==> config.mk <==
export PLATFORM = sky130hd
export DESIGN_NAME = wts_wave_reader_flat
export DESIGN_NICKNAME = d
export VERILOG_FILES = /design/src/rtl/wts_pkg.sv /design/src/rtl/wts_wave_reader_if.sv /design/src/rtl/wts_channel_phase.sv /design/src/rtl/wts_wave_reader.sv /design/src/flat_wrapper.sv
export SDC_FILE = /design/constraint.sdc
export NUM_CORES = 1
export LEC_CHECK = 0
export ABC_AREA = 1
export ABC_CLOCK_PERIOD_IN_PS = 5750
export CAP_MARGIN = 20
export CORE_ASPECT_RATIO = 0.7
export CORE_UTILIZATION = 30
export CTS_CLUSTER_SIZE = 12
export DETAILED_ROUTE_END_ITERATION = 8
export GPL_ROUTABILITY_DRIVEN = 0
export PLACE_DENSITY_LB_ADDON = 0.2
export SLEW_MARGIN = 5
export SYNTH_ARGS = -nofsm -noshare
export SYNTH_HDL_FRONTEND = slang
export SYNTH_SLANG_ARGS = --single-unit
==> constraint.sdc <==
create_clock -name clk -period 5.75 [get_ports clk]
set_input_delay 1.725 -clock clk [delete_from_list [all_inputs] [get_ports clk]]
set_output_delay 1.725 -clock clk [all_outputs]
set_load 0.01 [all_outputs]
==> src/rtl/wts_pkg.sv <==
// Shared types, constants and address helper for the wave table read engine.
package wts_pkg;

  localparam int unsigned WAVE_LEN       = 32;
  localparam int unsigned WAVE_NUM       = 24;
  localparam int unsigned RAM_DEPTH      = 768;
  localparam int unsigned CH_NUM_DEFAULT = 6;

  typedef logic [11:0] freq_t;
  typedef logic [4:0]  ptr_t;
  typedef logic [4:0]  wave_t;
  typedef logic [9:0]  addr_t;
  typedef logic [7:0]  data_t;

  // Tag that travels alongside a read through the RAM pipeline.
  typedef struct packed {
    logic       valid;
    logic       mute;
    logic [2:0] ch;
  } rd_tag_t;

  // Compose a sample address; out-of-range waveform selects clamp to the last table.
  function automatic addr_t wave_addr(input wave_t wave, input ptr_t ptr);
    wave_t w;
    w = (wave >= wave_t'(WAVE_NUM)) ? wave_t'(WAVE_NUM - 1) : wave;
    return {w, ptr};
  endfunction

endpackage

==> src/rtl/wts_wave_reader_if.sv <==
// Sound RAM port: the reader drives address/write, the RAM returns registered data.
interface wts_wave_reader_if;

  logic           sram_we;
  wts_pkg::addr_t sram_a;
  wts_pkg::data_t sram_d;
  wts_pkg::data_t sram_q;

  modport master (output sram_we, output sram_a, output sram_d, input sram_q);
  modport slave  (input sram_we, input sram_a, input sram_d, output sram_q);

endinterface

==> src/rtl/wts_channel_phase.sv <==
// Per-channel phase state: period down counter and wrapping sample pointer.
module wts_channel_phase
  import wts_pkg::*;
(
  input  logic  clk,
  input  logic  reset,
  input  logic  en,
  input  logic  key_on,
  input  freq_t freq,
  output ptr_t  ptr
);

  freq_t cnt;

  // Advance only in this channel's slot; key off parks the pointer at 0.
  always_ff @(posedge clk or posedge reset) begin
    if (reset) begin
      cnt <= '0;
      ptr <= '0;
    end else if (en) begin
      if (!key_on) begin
        ptr <= '0;
        cnt <= freq;
      end else if (cnt == '0) begin
        cnt <= freq;
        ptr <= ptr + 5'd1;
      end else begin
        cnt <= cnt - 12'd1;
      end
    end
  end

endmodule

==> src/rtl/wts_wave_reader.sv <==
// Time-division wave table reader: one slot per clock, CH_NUM channel reads
// followed by one CPU write slot per frame, samples tagged with their channel.
module wts_wave_reader
  import wts_pkg::*;
#(
  parameter int unsigned CH_NUM = CH_NUM_DEFAULT
) (
  input  logic                   clk,
  input  logic                   reset,
  input  logic [CH_NUM-1:0]      ch_key_on,
  input  logic [CH_NUM*12-1:0]   ch_freq,
  input  logic [CH_NUM*5-1:0]    ch_wave,
  input  logic                   cpu_we,
  input  logic [9:0]             cpu_a,
  input  logic [7:0]             cpu_d,
  output logic                   cpu_busy,
  wts_wave_reader_if.master      sram,
  output logic [7:0]             sample_q,
  output logic [2:0]             sample_ch,
  output logic                   sample_valid
);

  localparam int unsigned SLOT_W = $clog2(CH_NUM + 1);
  typedef logic [SLOT_W-1:0] slot_t;
  localparam slot_t CPU_SLOT = slot_t'(CH_NUM);

  slot_t   slot;
  ptr_t    ch_ptr [CH_NUM];
  addr_t   cpu_addr;
  data_t   cpu_data;
  logic    chan_slot;
  wave_t   cur_wave;
  ptr_t    cur_ptr;
  logic    cur_key;
  rd_tag_t tag1;
  rd_tag_t tag2;

  // Slot schedule: 0..CH_NUM-1 are channel reads, CH_NUM is the CPU slot.
  always_ff @(posedge clk or posedge reset) begin
    if (reset) slot <= '0;
    else       slot <= (slot == CPU_SLOT) ? '0 : slot + slot_t'(1);
  end

  for (genvar c = 0; c < CH_NUM; c++) begin : g_phase
    wts_channel_phase u_phase (
      .clk    (clk),
      .reset  (reset),
      .en     (slot == slot_t'(c)),
      .key_on (ch_key_on[c]),
      .freq   (ch_freq[c*12 +: 12]),
      .ptr    (ch_ptr[c])
    );
  end

  // Select the active channel's controls and pre-update pointer.
  always_comb begin
    chan_slot = (slot != CPU_SLOT);
    cur_wave  = '0;
    cur_ptr   = '0;
    cur_key   = 1'b0;
    for (int unsigned c = 0; c < CH_NUM; c++) begin
      if (slot == slot_t'(c)) begin
        cur_wave = ch_wave[c*5 +: 5];
        cur_ptr  = ch_ptr[c];
        cur_key  = ch_key_on[c];
      end
    end
  end

  // RAM port and CPU write capture; a request is only accepted while idle,
  // so capture and CPU-slot retirement never coincide.
  always_ff @(posedge clk or posedge reset) begin
    if (reset) begin
      sram.sram_we <= 1'b0;
      sram.sram_a  <= '0;
      sram.sram_d  <= '0;
      cpu_busy     <= 1'b0;
      cpu_addr     <= '0;
      cpu_data     <= '0;
    end else begin
      sram.sram_we <= 1'b0;
      if (chan_slot) begin
        sram.sram_a <= wave_addr(cur_wave, cur_ptr);
      end else if (cpu_busy) begin
        sram.sram_we <= (cpu_addr < addr_t'(RAM_DEPTH));
        sram.sram_a  <= cpu_addr;
        sram.sram_d  <= cpu_data;
      end
      if (!cpu_busy && cpu_we) begin
        cpu_addr <= cpu_a;
        cpu_data <= cpu_d;
        cpu_busy <= 1'b1;
      end else if (!chan_slot && cpu_busy) begin
        cpu_busy <= 1'b0;
      end
    end
  end

  // Tag pipeline aligned with the registered address and registered RAM data.
  always_ff @(posedge clk or posedge reset) begin
    if (reset) begin
      tag1         <= '0;
      tag2         <= '0;
      sample_valid <= 1'b0;
      sample_q     <= '0;
      sample_ch    <= '0;
    end else begin
      tag1         <= '{valid: chan_slot, mute: !cur_key, ch: 3'(slot)};
      tag2         <= tag1;
      sample_valid <= tag2.valid;
      if (tag2.valid) begin
        sample_ch <= tag2.ch;
        sample_q  <= tag2.mute ? '0 : sram.sram_q;
      end
    end
  end

endmodule

==> src/flat_wrapper.sv <==
// flat-port wrapper written by rule: the top's interface ports become plain ports
module wts_wave_reader_flat import wts_pkg::*;
#(
  parameter int unsigned CH_NUM = CH_NUM_DEFAULT
)
  (clk, reset, ch_key_on, ch_freq, ch_wave, cpu_we, cpu_a, cpu_d, cpu_busy, sample_q, sample_ch, sample_valid, sram_sram_we, sram_sram_a, sram_sram_d, sram_sram_q);
  wts_wave_reader_if sram_i ();
  input  logic clk;
  input  logic reset;
  input  logic [CH_NUM-1:0] ch_key_on;
  input  logic [CH_NUM*12-1:0] ch_freq;
  input  logic [CH_NUM*5-1:0] ch_wave;
  input  logic cpu_we;
  input  logic [9:0] cpu_a;
  input  logic [7:0] cpu_d;
  output logic cpu_busy;
  output logic [7:0] sample_q;
  output logic [2:0] sample_ch;
  output logic sample_valid;
  output wire logic [$bits(sram_i.sram_we)-1:0] sram_sram_we;
  output wire logic [$bits(sram_i.sram_a)-1:0] sram_sram_a;
  output wire logic [$bits(sram_i.sram_d)-1:0] sram_sram_d;
  input wire logic [$bits(sram_i.sram_q)-1:0] sram_sram_q;
  assign sram_sram_we = sram_i.sram_we;
  assign sram_sram_a = sram_i.sram_a;
  assign sram_sram_d = sram_i.sram_d;
  assign sram_i.sram_q = sram_sram_q;
  wts_wave_reader #(.CH_NUM(CH_NUM)) u_core (.clk(clk), .reset(reset), .ch_key_on(ch_key_on), .ch_freq(ch_freq), .ch_wave(ch_wave), .cpu_we(cpu_we), .cpu_a(cpu_a), .cpu_d(cpu_d), .cpu_busy(cpu_busy), .sram(sram_i), .sample_q(sample_q), .sample_ch(sample_ch), .sample_valid(sample_valid));
endmodule
# Yosys cells after proc, flatten, opt, wreduce, memory -nomap -nowiden
# Index checks and enable logic that the tools add are counted.
[classes]
mux = 51
n_eq_ne = 13
n_lt_le_gt_ge = 2
bitwise = 1
shift = 0
reduce_logical = 21
multipliers = 0
add_sub_neg = 13
div_mod_pow = 0
[ops]
columns = ["op", "n"]
rows = [
  ["12-bit two-way mux", 12],
  ["5-bit two-way mux", 25],
  ["12-bit zero test", 6],
  ["12-bit by 1-bit subtractor with 12-bit output (second input constant)", 6],
  ["5-bit by 1-bit adder with 5-bit output (second input constant)", 6],
  ["10-bit two-way mux", 2],
  ["2-bit AND reduction", 7],
  ["2-bit by 1-bit != test with 1-bit output (second input constant)", 6],
  ["10-bit less-than comparator (second input constant)", 1],
  ["1-bit two-way mux", 10],
  ["3-bit equality test (second input constant)", 3],
  ["8-bit two-way mux", 1],
  ["3-bit by 2-bit equality test with 1-bit output (second input constant)", 2],
  ["5-bit greater-or-equal comparator (second input constant)", 1],
  ["2-bit nonzero test", 2],
  ["3-bit by 1-bit adder with 3-bit output (second input constant)", 1],
  ["3-bit by 1-bit equality test with 1-bit output (second input constant)", 1],
  ["1-bit zero test", 3],
  ["3-bit zero test", 1],
  ["3-bit two-way mux", 1],
  ["3-bit != test (second input constant)", 1],
  ["1-bit logical AND", 2],
  ["1-bit NOT", 1],
]
[totals]
latch_bits = 0
ram_bits = 0
ff_bits = 165
mem_bits_ro = 0
n_memories = 0
wordCells = 129

# Logic depth before layout (Yosys ltp)
[depth]
depth_word = 10
mapped_depth = 14
depth_no_buf = 13

# Cells and area by module
# Synthesis repeated with hierarchy kept, for this count alone.
[unflattened]
hier_cells = 1393
area_unflattened_um2 = 10342.4
[by_module_without_submodules]
columns = ["mod", "cells_each", "seq_area_each_um2", "n_inst", "area_per_inst_um2"]
rows = [
  ["wts_channel_phase", 175, 425.4, 6, 1222.4],
  ["wts_wave_reader", 343, 1576.5, 1, 3007.9],
]

# Least setup slack after synthesis
# OpenSTA, ideal clock, no wires.
[synth_path]
kind = "input port to flip-flop"
start = "input ch_key_on[5]"
end = "register u_core.g_phase[5].u_phase.cnt[7]"
t_required_ps = 5621
arrival_time_ps = 2551
path_slack_ps = 3071
n_path_buf = 0
cell_stages = 5
cell_sequence = "inv_1 > nor2_2 > clkinv_1 > nor3b_1 > o22ai_1"
[synth_between]
elab_chain_len = 1
[synth_lines]
columns = ["element", "line_no", "text"]
rows = [
  ["start, declared", "flat_wrapper.sv:10", "input logic [CH_NUM-1:0] ch_key_on;"],
  ["12-bit two-way mux", "wts_channel_phase.sv:21", "if (!key_on) begin"],
  ["end signal, assigned", "wts_channel_phase.sv:23", "cnt <= freq;"],
  ["end signal, assigned", "wts_channel_phase.sv:25", "cnt <= freq;"],
  ["end signal, assigned", "wts_channel_phase.sv:28", "cnt <= cnt - 12'd1;"],
  ["end, declared", "wts_channel_phase.sv:13", "freq_t cnt;"],
]
# Every way passes these cells.
# A chain may end at the register's enable or synchronous reset.

# Final worst setup path
[layout_path]
start = "input ch_key_on[4]"
end = "register u_core.g_phase[4].u_phase.cnt[10]"
[layout_between]
elab_chain_len = 1
[layout_lines]
columns = ["element", "line_no"]
rows = [
  ["12-bit two-way mux", "wts_channel_phase.sv:21"],
  ["end signal, assigned", "wts_channel_phase.sv:23"],
  ["end signal, assigned", "wts_channel_phase.sv:25"],
  ["end signal, assigned", "wts_channel_phase.sv:28"],
  ["end, declared", "wts_channel_phase.sv:13"],
]
# Every way passes these cells.

==> results.py <==
metrics = {
    "outcome": {
        "status": "finished, final reports clean",
    },
    "setup_path": {
        "reg2reg_slack_ns": 2.77,
        "path_max_fanout": 14,
        "worstPathArrival_ns": 3.76,
        "worstSetupEndpointType": "flip-flop",
        "startpoint_type": "input port",
        "r2r-start": "u_core.slot[0]",
        "reg2reg_depth": 7,
        "crit_type": "input port to flip-flop",
        "cp.required_ns": 6.11,
        "r2r-end": "u_core.g_phase[4].u_phase.cnt[10]",
    },
    "timing": {
        "skew_ns": 0.00904,
        "worst_pin_slew_ns": 0.826,
        "setup_viol_count_final": 0,
        "slew_viol_final": 0,
        "timing.final.crit_share_pct": 59.2,
        "maxSlewHeadroom_pct": 44.8,
        "finalHoldViolCount": 0,
        "whs_ns": 0.347,
        "setup_slack_ns": 2.35,
        "min_period_ns": 3.40,
        "clock.fmax_mhz": 294,
        "rsz0062_at_grt": "no",
        "tns_ns": 0,
    },
    "place": {
        "place_area_um2": 10900,
        "port_buffers": 168,
        "dp_hpwl_mm": 17.9,
        "pre_cts_slack_ns": 1.87,
        "dp.cells": 1623,
    },
    "floorplan": {
        "die-width_um": 208,
        "coreArea_um2": 29000,
        "die_h_um": 146,
        "row_count": 52,
        "die_area_um2": 30400,
        "initial_core_util_pct": 30.7,
        "io-pin-count": 169,
    },
    "cts": {
        "cts_buffer_depth": 2,
        "cts.sinks": 165,
        "clock_latency_ns": 0.44,
        "cts_hold_buf": 0,
        "cts_made_buffers": 17,
        "h-tree-depth": 4,
        "post_cts_buffers": 0,
        "cts.clk_slew.worst_paths_ns": 0.07,
        "cts_tree": "yes",
        "cts_resized": 0,
        "cts_root_buf": "clkbuf_16",
    },
    "cells_and_area": {
        "fin_nets": 1420,
        "final_util_pct": 39.7,
        "layout.cells.non_filler": 1656,
        "multi_input_area_um2": 4170,
        "drive_gt1_share_pct": 6.66,
        "area_growth_pct": 29.3,
        "regArea_um2": 4130,
        "n_fill_cell": 2968,
        "fin_area_um2": 11500,
    },
    "synthesis": {
        "syn_area_um2": 8900,
        "post-synth-top-area-cell": "dfrtp_1",
        "synth_top_area_share_pct": 46.4,
        "seq_area_frac_synth_pct": 46.4,
        "synth-seq-cells": 165,
        "synthCells": 1111,
        "synth_fp_nets": 1267,
        "synthDistinctLibCells": 44,
        "yosysMostFrequentCell": "nand2_1",
        "synth_edf_count": 0,
        "yosys_warnings": 0,
        "synthFlopType": "dfrtp_1",
        "synth.area.top_cells": "dfrtp_1 46%, nand2_1 11%, o21ai_0 7.0%, nand3_1 4.8%, nor2_1 4.6%",
        "synth_area_per_cell_um2": 8.01,
        "asyncSetResetFlopFracSynth_pct": 100,
        "synthTopCellsByCount": "251 x nand2_1, 165 x dfrtp_1, 124 x o21ai_0, 109 x nor2_1, 96 x inv_1",
    },
    "power": {
        "internal-power_mw": 2.09,
        "cellLeakagePower_nw": 5.01,
        "power_mw": 2.96,
        "switchingPower_uw": 868,
        "ir_drop_v": 0.000126,
        "clkPwrFrac_pct": 38.7,
        "swShare_pct": 29.4,
        "power_frac_seq_pct": 45.9,
        "combPwrFrac_pct": 15.4,
        "power_density_nw_per_um2": 257,
    },
    "global_routing": {
        "track_usage_pct": 16.8,
        "grt_pass1_vias": 7686,
        "grt_max_degree": 97,
        "antenna_found_initial": 1,
        "grt_pass1_wl_mm": 40.7,
        "overflow": 0,
    },
    "drt": {
        "dr.pass1.iters": 5,
        "drc": 0,
        "via_per_inst": 4.80,
        "wire_per_inst_um": 15.0,
        "via_count": 7952,
        "final_antenna_net_count": 0,
        "drtIter0Drc": 478,
        "drt_wl_total_mm": 24.8,
    },
    "worst_hold_path": {
        "hold_end": "u_core.tag2[4]",
        "worstHoldPathCells": 0,
        "hold_path.class": "flip-flop to flip-flop",
        "min_from": "u_core.tag1[4]",
    },
    "flow_run": {
        "cap_violations": 0,
    },
}
-- power by group through the flow --
stage	clock, mW	sequential [mW]	combinational [mW]
after floorplan	0	1.37	0.235
after global placement	0	1.37	0.459
after detailed placement	0	1.38	0.461
after CTS	1.18	1.36	0.463
after global routing	1.22	1.37	0.517
final	1.14	1.36	0.457
-- flip-flops by register name, summed over array words and instances, names as in the netlist --
name,count
u_core.sram.sram_we,1
u_core.g_phase.u_phase.cnt,72
u_core.sample_ch,3
u_core.sram.sram_a,10
u_core.cpu_addr,10
u_core.sample_q,8
u_core.g_phase.u_phase.ptr,30
u_core.sample_valid,1
u_core.cpu_busy,1
u_core.cpu_data,8
u_core.sram.sram_d,8
u_core.tag2,5
u_core.tag1,5
u_core.slot,3
-- cells by family after synthesis --
kind of cell	count (synthesis)	synth area share (%)
AO/OA/AOI/OAI	237	15.3
XOR/XNOR	23	2.26
adder cells (fa/ha/maj)	19	2.67
buffers and inverters	146	6.73
flip-flops	165	46.4
multiplexers	21	2.66
AND/OR/NAND/NOR	500	24.0
-- how the worst max path moves through the flow --
stage          depth (start not counted)          from                                end  slack [ns]
3_5_place_dp                           6  ch_key_on[4]  u_core.g_phase[4].u_phase.cnt[10]        1.87
3_3_place_gp                           8  ch_key_on[5]   u_core.g_phase[5].u_phase.cnt[0]        1.98
6_report                               6  ch_key_on[4]  u_core.g_phase[4].u_phase.cnt[10]        2.35
4_1_cts                                6  ch_key_on[5]   u_core.g_phase[5].u_phase.cnt[9]        2.38
5_1_grt                                6  ch_key_on[4]  u_core.g_phase[4].u_phase.cnt[10]        2.11
2_1_floorplan                          1         reset                 u_core.cpu_addr[0]        1.93
-- cells in the final DEF (no fill, tap or decap), drive strengths merged, types with 16 or more instances in the layout --
cell type	netlist	layout
clkbuf	15	17
o21ai	127	127
o211ai	17	17
xor2	20	20
dfrtp	165	165
clkdlybuf4s50	0	168
nand3	87	87
inv	102	111
nand2	252	252
nor2	118	118
ha	19	19
mux2	21	21
a21oi	40	40
nand4	16	16
-- layer usage --
layer  GRT usage [%]  vias to the layer above  share of wire (%)
met1            24.6                     3716                 52
li1                -                     4038                  -
met3            3.53                       20                5.0
met2            24.7                      178                 42
met5               0                        -                  0
met4            4.81                        0                1.0
-- worst max-delay path: stages --
cell	delay, ns
clkdlybuf4s50_1	0.51
o21ai_1	0.45
nand2_1	0.48
inv_1	0.35
nor2_1	0.07
nor3_1	0.17
-- final cells by class --
cell class / count / share of cell area [%]
multi-input combinational: 800 / 36.2
sequential: 165 / 35.9
timing repair buffer: 175 / 15.3
tap: 378 / 4.11
clock buffer: 17 / 3.70
inverter: 105 / 3.46
clock inverter: 15 / 1.30
antenna: 1 / 0.0217
No activity file was read; power rests on OpenSTA's default activity.
